### src/rtl/usrt_pkg.sv
// Shared USRT definitions: frame sequencer states and bit counter width.
// Used by the transmit sequencer, the counter logic and the receive side.
package usrt_pkg;

    localparam int unsigned CNT_W = 6;

    typedef enum logic [2:0] {
        StIdle,
        StWaitRts,
        StStart,
        StData,
        StParity,
        StStop
    } usrt_state_e;

endpackage

### src/rtl/usrt_shift_reg.sv
// Parallel-load, shift-right register presenting the LSB as the next serial bit.
module usrt_shift_reg #(
    parameter int unsigned DATA_W = 8
) (
    input  logic              clk,
    input  logic              rst,
    input  logic              load,
    input  logic              shift,
    input  logic [DATA_W-1:0] din,
    output logic              lsb
);

    logic [DATA_W-1:0] sr_q;

    // Load wins over shift; zeros fill from the top.
    always_ff @(posedge clk or posedge rst) begin
        if (rst) begin
            sr_q <= '0;
        end else if (load) begin
            sr_q <= din;
        end else if (shift) begin
            sr_q <= {1'b0, sr_q[DATA_W-1:1]};
        end
    end

    assign lsb = sr_q[0];

endmodule

### src/rtl/usrt_tx_seq.sv
// USRT transmit frame sequencer: accepts a word, waits for RTS, then sends
// start, data (LSB first), optional parity and stop bit(s), one per en_usrt.
module usrt_tx_seq
    import usrt_pkg::*;
#(
    parameter int unsigned DATA_W    = 8,
    parameter int unsigned STOP_BITS = 1
) (
    input  logic              clk,
    input  logic              rst,
    input  logic              en_usrt,
    input  logic              RTS,
    input  logic              par_en,
    input  logic              par_odd,
    input  logic [DATA_W-1:0] data_in,
    input  logic              data_valid,
    output logic              data_ready,
    output logic              txd,
    output logic              busy,
    output logic [CNT_W-1:0]  bit_cnt,
    output logic              frame_done
);

    localparam logic [CNT_W-1:0] LastBit  = CNT_W'(DATA_W - 1);
    localparam logic             LastStop = 1'(STOP_BITS - 1);

    usrt_state_e      state_q, state_d;
    logic             txd_q, txd_d;
    logic [CNT_W-1:0] bit_cnt_q, bit_cnt_d;
    logic             stop_cnt_q, stop_cnt_d;
    logic             par_en_q, par_en_d;
    logic             par_bit_q, par_bit_d;
    logic             sr_load, sr_shift, sr_lsb;

    usrt_shift_reg #(
        .DATA_W (DATA_W)
    ) u_shift_reg (
        .clk   (clk),
        .rst   (rst),
        .load  (sr_load),
        .shift (sr_shift),
        .din   (data_in),
        .lsb   (sr_lsb)
    );

    always_comb begin
        state_d    = state_q;
        txd_d      = txd_q;
        bit_cnt_d  = bit_cnt_q;
        stop_cnt_d = stop_cnt_q;
        par_en_d   = par_en_q;
        par_bit_d  = par_bit_q;
        sr_load    = 1'b0;
        sr_shift   = 1'b0;
        frame_done = 1'b0;
        unique case (state_q)
            StIdle: begin
                // Accept does not wait for en_usrt; parity is fixed from the accepted word.
                if (data_valid) begin
                    sr_load   = 1'b1;
                    par_en_d  = par_en;
                    par_bit_d = par_odd ? ~^data_in : ^data_in;
                    state_d   = StWaitRts;
                end
            end
            StWaitRts: begin
                if (en_usrt && RTS) begin
                    txd_d   = 1'b0;
                    state_d = StStart;
                end
            end
            StStart: begin
                if (en_usrt) begin
                    txd_d     = sr_lsb;
                    sr_shift  = 1'b1;
                    bit_cnt_d = '0;
                    state_d   = StData;
                end
            end
            StData: begin
                if (en_usrt) begin
                    if (bit_cnt_q == LastBit) begin
                        bit_cnt_d = '0;
                        if (par_en_q) begin
                            txd_d   = par_bit_q;
                            state_d = StParity;
                        end else begin
                            txd_d   = 1'b1;
                            state_d = StStop;
                        end
                    end else begin
                        bit_cnt_d = bit_cnt_q + CNT_W'(1);
                        txd_d     = sr_lsb;
                        sr_shift  = 1'b1;
                    end
                end
            end
            StParity: begin
                if (en_usrt) begin
                    txd_d   = 1'b1;
                    state_d = StStop;
                end
            end
            StStop: begin
                if (en_usrt) begin
                    if (stop_cnt_q == LastStop) begin
                        stop_cnt_d = 1'b0;
                        frame_done = 1'b1;
                        state_d    = StIdle;
                    end else begin
                        stop_cnt_d = 1'b1;
                    end
                end
            end
            default: begin
                txd_d   = 1'b1;
                state_d = StIdle;
            end
        endcase
    end

    always_ff @(posedge clk or posedge rst) begin
        if (rst) begin
            state_q    <= StIdle;
            txd_q      <= 1'b1;
            bit_cnt_q  <= '0;
            stop_cnt_q <= 1'b0;
            par_en_q   <= 1'b0;
            par_bit_q  <= 1'b0;
        end else begin
            state_q    <= state_d;
            txd_q      <= txd_d;
            bit_cnt_q  <= bit_cnt_d;
            stop_cnt_q <= stop_cnt_d;
            par_en_q   <= par_en_d;
            par_bit_q  <= par_bit_d;
        end
    end

    assign txd        = txd_q;
    assign bit_cnt    = bit_cnt_q;
    assign busy       = (state_q != StIdle);
    assign data_ready = (state_q == StIdle);

endmodule

### config.mk
export PLATFORM = sky130hd
export DESIGN_NAME = usrt_tx_seq
export DESIGN_NICKNAME = d
export VERILOG_FILES = /design/src/rtl/usrt_pkg.sv /design/src/rtl/usrt_shift_reg.sv /design/src/rtl/usrt_tx_seq.sv
export SDC_FILE = /design/constraint.sdc
export NUM_CORES = 1
export LEC_CHECK = 0
export ABC_AREA = 1
export CAP_MARGIN = 20
export CORE_MARGIN = 3
export CORE_UTILIZATION = 55
export CTS_CLUSTER_SIZE = 12
export DETAILED_ROUTE_END_ITERATION = 6
export PLACE_DENSITY_LB_ADDON = 0.2
export REMOVE_ABC_BUFFERS = 1
export SYNTH_ARGS = -nofsm -noshare
export SYNTH_HDL_FRONTEND = slang
export SYNTH_HIERARCHICAL = 1
export SYNTH_SLANG_ARGS = --single-unit
### constraint.sdc
create_clock -name clk -period 2.35 [get_ports clk]
set_input_delay 0.235 -clock clk [delete_from_list [all_inputs] [get_ports clk]]
set_output_delay 0.235 -clock clk [all_outputs]
set_load 0.05 [all_outputs]
==> results.tsv, run 1 <==
stage	metric	value	unit
cts	insertion_delay	0.32	ns
cts	htreeDepth	1	
setup_path	path_cells	inv_2, nand2_4, nor2_2, clkdlybuf4s50_1	
cts	cts_buffers	3	
timing	fin_ws	0.136	ns
floorplanning	io_pins	25	
timing	finalClockSkew	0.0116	ns
floorplanning	core_area	2100	um2
yosys	synth_seq_cells	20	
global_routing	grt_pass1_vias	1211	
global_routing	grtUsageTotal	23.1	%
setup_path	crit_arrival	1.98	ns
global_routing	grt_overflow	0	
timing	timing.fmax	452	MHz
timing	tns	0	ns
yosys	synthTopCellsByArea	dfrtp_1, nand2_1, nand3_1, inv_1, nor2_1	
global_routing	antenna_found_initial	0	
floorplanning	dieHeight	54.5	um
global_routing	grt_pass1_wl	4900	um
timing	finalSetupViolations	0	
yosys	synth.cell_area	1290	um2
drt	avgViaCountPerCell	5.43	
final_layout	regArea	502	um2
floorplanning	start_util	61.6	%
drt	first_iter_violations	33	
drt	firstDrtPassIters	4	
cts	cts_max_path_buffers	2	
setup_path	cpMaxStageDelayCell	clkdlybuf4s50_1	
run_status	status	finished clean	
timing	period_needed	2.21	ns
floorplanning	die_x	54.5	um
placed_design	place_congestion	0.982	
cts	numClockSinks	20	
cts	clkSlewWorstSetupHoldPaths	0.12	ns
final_layout	nets	228	
yosys	ys_types	26	
final_layout	num_antenna_cells	0	
power_and_ir_drop	p_leak	0.000823	uW
job	cap_violations	0	
setup_path	required	2.12	ns
placed_design	portBuffers	24	
timing	max_slew_margin	65.9	%
yosys	syn_area_per_cell	7.00	um2
timing	hold_violations	0	
yosys	synth_top_area_share	36.7	%
drt	routedWlPerCell	12.1	um
placed_design	hpwl	2300	um
timing	slew_viol_final	0	
drt	wirelength	2870	um
yosys	synth_most_common_cell	nand2_1	
cts	cts_setup_buffers	0	
final_layout	area_delta_synth_final	23.6	%
yosys	synth_top_area_cell	dfrtp_1	
yosys	synth_seq_area_share	38.7	%
final_layout	fillCellCount	175	
setup_path	max_stage_delay	0.83	ns
floorplanning	die-area	2970	um2
setup_path	endpoint_kind	primary output	
drt	drc	0	
hold_path	hp-class	primary input to async pin	
setup_path	cp-start-kind	flop	
yosys	netlist_instances	185	
cts	cts_resized	0	
yosys	ys_top_cells_by_count	nand2_1, nand3_1, inv_1	
setup_path	path_max_fanout	7	
placed_design	dp_slack	0.483	ns
power_and_ir_drop	ir_worst_vdd	0.00147	V
setup_path	setup.worst_path.class	flop to primary output	
timing	rsz0062_at_grt	false	
cts	cts_tree	built	
yosys	synth_ff_type	dfrtp_1	
cts	ctsRootBufferMaster	clkbuf_4	
yosys	synth_edf_count	0	
yosys	ys_warn_count	6	
drt	vias	1293	
timing	timing.final.crit_share	94.2	%
yosys	ys_async_sr_fraction	100	%
timing	worstMarginPinSlew	0.509	ns
final_layout	layout-drive-gt1-share	10.4	%
final_layout	multi_input_area	673	um2
global_routing	grt_max_degree	14	
power_and_ir_drop	p_per_area	1250	nW/um2
floorplanning	row_count	16	
drt	ant_nets	0	
cts	cts_hold_buf	0	
worst max-delay path: cells and delay by family, from the launching register on:
family	cells	cell delay, ns
DFF	1	0.47
and+or+nand+nor	2	0.22
buffers and inverters	2	0.97
layout by cell type (no fill, tap or decap):
cell | Yosys | layout
dfstp_2 | 1 | 1
xnor2_1 | 1 | 1
o21ai_2 | 2 | 2
o22ai_1 | 1 | 1
inv_1 | 22 | 22
nand3_1 | 30 | 30
inv_2 | 5 | 5
nor2_1 | 12 | 12
o21a_1 | 2 | 2
nor2_8 | 1 | 1
a21boi_0 | 1 | 1
nor2_2 | 3 | 3
and3_1 | 1 | 1
nor2_4 | 2 | 2
o21ai_0 | 8 | 8
nand2_2 | 1 | 1
nand2_4 | 2 | 2
nand2_1 | 61 | 61
ha_1 | 1 | 1
bufinv_16 | 0 | 1
xor2_1 | 2 | 2
o21ai_1 | 1 | 1
a21oi_1 | 3 | 3
dfrtp_1 | 19 | 19
clkbuf_4 | 0 | 3
o31ai_1 | 1 | 1
buf_4 | 1 | 1
clkdlybuf4s50_1 | 0 | 23
final timing paths:
| kind | to | startpoint | slack (ns) | cells past startpoint |
|---|---|---|---|---|
| worst max-delay path | data_ready | state_q[0] | 0.14 | 4 |
| worst min-delay path | u_shift_reg/sr_q[1] | rst | 0.17 | 2 |
| worst max register to register | u_shift_reg/sr_q[5] | bit_cnt[0] | 0.60 | 9 |
| worst min register to register | txd | txd | 0.49 | 2 |
| max in group asynchronous | txd | rst | 1.77 | 2 |
| min in group clk | par_en_q | par_en | 0.48 | 3 |
layout make-up:
class                   count  area share [%]
flip-flops and latches     20            31.4
inverters                  27            6.33
well taps                  27            2.11
clock inverters             1            1.88
repair buffers             24            14.9
clock buffers               3            1.41
multi-input cells         136            42.1
routing by layer:
layer | vias to the layer above | global-route usage (%) | part of all wire (%)
met5 | - | 0 | 0
met4 | 0 | 4.98 | 0.87
met3 | 4 | 5.99 | 6.3
met2 | 40 | 41.0 | 49
met1 | 604 | 28.0 | 44
li1 | 645 | - | -
through the flow:
| step | util [%] | instances | hold slack (ns) | power [uW] | area [um2] |
|---|---|---|---|---|---|
| 2_1_floorplan | - | 183 | 0.0507 | 1400 | 1280 |
| 4_1_cts | 76.1 | 238 | 0.174 | 1990 | 1600 |
| 6_report | 76.1 | 238 | 0.170 | 2000 | 1600 |
| 5_1_grt | 76.1 | 238 | 0.192 | 2150 | 1600 |
| 3_3_place_gp | 73.6 | 234 | 0.468 | 1660 | 1550 |
| 3_5_place_dp | 73.6 | 234 | 0.469 | 1700 | 1550 |
power by group:
group          internal [uW]  leakage, uW  switching, uW
registers                493     0.000255            118
logic                    369     0.000540            729
clock network            173    0.0000279            113
kinds of logic (layout without fill, tap and decap cells):
kind of cell | Yosys count | after routing | share of synthesized area, %
buffers and inverters | 29 | 55 | 9.28
adder cells (fa/ha/maj) | 1 | 1 | 0.966
XOR/XNOR | 3 | 3 | 2.03
AO/OA/AOI/OAI | 19 | 19 | 8.79
AND/OR/NAND/NOR | 113 | 113 | 40.2
flip-flops | 20 | 20 | 38.7
registers in the layout (all words and copies together), names as in the netlist:
| register | count |
|---|---|
| txd | 1 |
| u_shift_reg/sr_q | 8 |
| par_en_q | 1 |
| state_q | 3 |
| bit_cnt | 6 |
| par_bit_q | 1 |
Note: power is estimated with default switching activity, not from simulation.
==> run 2: changes to the inputs <==
--- a/config.mk
+++ b/config.mk
@@ -7,8 +7,10 @@
 export LEC_CHECK = 0
 export ABC_AREA = 1
 export CAP_MARGIN = 20
+export CELL_PAD_IN_SITES_DETAIL_PLACEMENT = 0
+export CELL_PAD_IN_SITES_GLOBAL_PLACEMENT = 1
 export CORE_MARGIN = 3
-export CORE_UTILIZATION = 55
+export CORE_UTILIZATION = 39
 export CTS_CLUSTER_SIZE = 12
 export DETAILED_ROUTE_END_ITERATION = 6
 export PLACE_DENSITY_LB_ADDON = 0.2
==> run 2 against run 1 <==
  * Clock power fell by 41%
  * Critical path depth did not move
  * Sequential power barely moved
  * Sequential share of layout area rose by 0.098 points
  * Clock skew fell by 0.0051 ns
  * Hold slack improved by 0.023 ns
  * Critical path type unchanged
  * Largest power group unchanged
==> results.tsv, run 2 (synthesized netlist as in run 1, its figures left out) <==
stage	metric	value	unit	change
run_status	status	finished clean		
power_and_ir_drop	p_per_area	1170	nW/um2	-6.4%
power_and_ir_drop	switching_share	50.2	%	+2.1 points
timing	finalClockSkew	0.00655	ns	-0.00506 ns
global_routing	antenna_found_initial	0		unchanged
drt	firstDrtPassIters	4		unchanged
timing	tns	0	ns	unchanged
floorplanning	dieHeight	63.6	um	+17%
final_layout	multi_input_area	673	um2	unchanged
final_layout	nets	228		unchanged
cts	cts_max_path_buffers	2		unchanged
drt	first_iter_violations	77		+130%
drt	ant_nets	0		unchanged
timing	timing.fmax	451	MHz	-0.19%
setup_path	required	2.12	ns	about the same
final_layout	stdcell_count	255		+7.1%
floorplanning	die_x	63.6	um	+17%
drt	routedWlPerCell	11.1	um	-8.0%
setup_path	path_max_fanout	7		unchanged
power_and_ir_drop	p_leak	0.000810	uW	-1.6%
global_routing	grtUsageTotal	16.1	%	-7.1 points
floorplanning	start_util	41.7	%	-20 points
drt	avgViaCountPerCell	4.75		-13%
cts	cts_hold_buf	0		unchanged
power_and_ir_drop	ir_worst_vdd	0.000646	V	-56%
timing	timing.final.crit_share	94.4	%	+0.18 points
placed_design	portBuffers	24		unchanged
drt	wirelength	2830	um	-1.4%
floorplanning	core_area	3100	um2	+48%
setup_path	ff2ff_path_depth	8		-1
timing	finalSetupViolations	0		unchanged
hold_path	hp-class	primary input to async pin		
power_and_ir_drop	p_comb_share	58.1	%	+3.1 points
cts	numClockSinks	20		unchanged
global_routing	grt_pass1_vias	1257		+3.8%
placed_design	place_inst	251		+7.3%
timing	hold_violations	0		unchanged
final_layout	regArea	502	um2	unchanged
power_and_ir_drop	clkPwrFrac	9.1	%	-5.2 points
power_and_ir_drop	pwr-share-seq	32.7	%	+2.1 points
timing	period_needed	2.22	ns	+0.00423 ns
power_and_ir_drop	intPower	928	uW	-10%
cts	ctsRootBufferMaster	clkbuf_4		
timing	worstMarginPinSlew	0.506	ns	-0.00333 ns
timing	slew_viol_final	0		unchanged
final_layout	largest_reg_flops	8		unchanged
setup_path	cp-start-kind	flop		
timing	rsz0062_at_grt	false		
global_routing	grt_max_degree	14		unchanged
power_and_ir_drop	p_sw	935	uW	-2.6%
drt	drc	0		unchanged
timing	max_slew_margin	66.2	%	+0.22 points
drt	vias	1210		-6.4%
job	cap_violations	0		unchanged
setup_path	setup.worst_path.class	flop to primary output		
floorplanning	io_pins	25		unchanged
final_layout	mostFrequentLayoutCell	nand2_1		
power_and_ir_drop	finalPower	1860	uW	-6.7%
final_layout	fillCellCount	337		+93%
final_layout	final_cell_mix	nand2_1, nand3_1, clkdlybuf4s50_1, inv_1, dfrtp_1		
final_layout	largest-register	u_shift_reg/sr_q		
cts	clkSlewWorstSetupHoldPaths	0.11	ns	about the same
cts	cts_buffers	3		unchanged
floorplanning	row_count	20		+4
cts	insertion_delay	0.30	ns	-0.02 ns
floorplanning	die-area	4050	um2	+36%
cts	cts_resized	0		unchanged
placed_design	hpwl	2300	um	about the same
cts	cts_tree	built		
global_routing	grt_pass1_wl	5330	um	+8.7%
setup_path	crit_arrival	1.98	ns	about the same
final_layout	final_util	51.4	%	-25 points
cts	cts_setup_buffers	0		unchanged
final_layout	area_delta_synth_final	23.2	%	
final_layout	num_antenna_cells	0		unchanged
final_layout	layout-drive-gt1-share	9.95	%	-0.47 points
cts	htreeDepth	1		unchanged
setup_path	endpoint_kind	primary output		
placed_design	place_congestion	0.804		-18%
global_routing	grt_overflow	0		unchanged
timing	whs	0.193	ns	+0.0232 ns
run 2: cell types whose count changed in the layout (fill, tap and decap cells not counted):
cell | previous run | this run
clkbuf_1 | 0 | 1
bufinv_16 | 1 | 0
run 2: cell type report:
cell class | instances | area share (%)
Clock buffer | 4 | 1.65
Inverter | 27 | 6.35
Multi-Input combinational cell | 136 | 42.2
Sequential cell | 20 | 31.5
Tap cell | 44 | 3.45
Timing Repair Buffer | 24 | 14.9
run 2: worst max-delay path, cell delays in order (launching register included):
cell,delay (ns)
dfrtp_1,0.48
inv_2,0.15
nand2_4,0.06
nor2_2,0.16
clkdlybuf4s50_1,0.84
run 2: final timing paths:
| kind | slack, ns | startpoint | end |
|---|---|---|---|
| max in group asynchronous | 1.73 | rst | txd |
| max reg2reg | 0.66 | state_q[2] | u_shift_reg/sr_q[0] |
| min | 0.19 | rst | u_shift_reg/sr_q[5] |
| min reg2reg | 0.50 | u_shift_reg/sr_q[1] | u_shift_reg/sr_q[1] |
| max | 0.13 | state_q[0] | data_ready |
| min in group clk | 0.50 | par_en | par_en_q |
run 2: through the flow:
stage                     setup WS (ns)  area [um2]
after floorplan                   0.285        1280
after global placement            0.481        1570
after detailed placement          0.477        1570
after CTS                         0.107        1600
after global routing             0.0107        1600
final                             0.132        1600
run 2: layer usage:
layer / track usage, % / wire, um
met1: 20.9 / 1390
met2: 26.3 / 1300
met3: 4.63 / 131
met4: 3.50 / 13
met5: 0 / 0
run 2: power groups by stage:
| stage | logic, uW | clock network (uW) | registers, uW |
|---|---|---|---|
| final | 1080 | 170 | 610 |
| after global placement | 1070 | 0 | 613 |
| after CTS | 1090 | 180 | 608 |
| after floorplan | 679 | 0 | 723 |
| after detailed placement | 1090 | 0 | 615 |
| after global routing | 1200 | 197 | 633 |
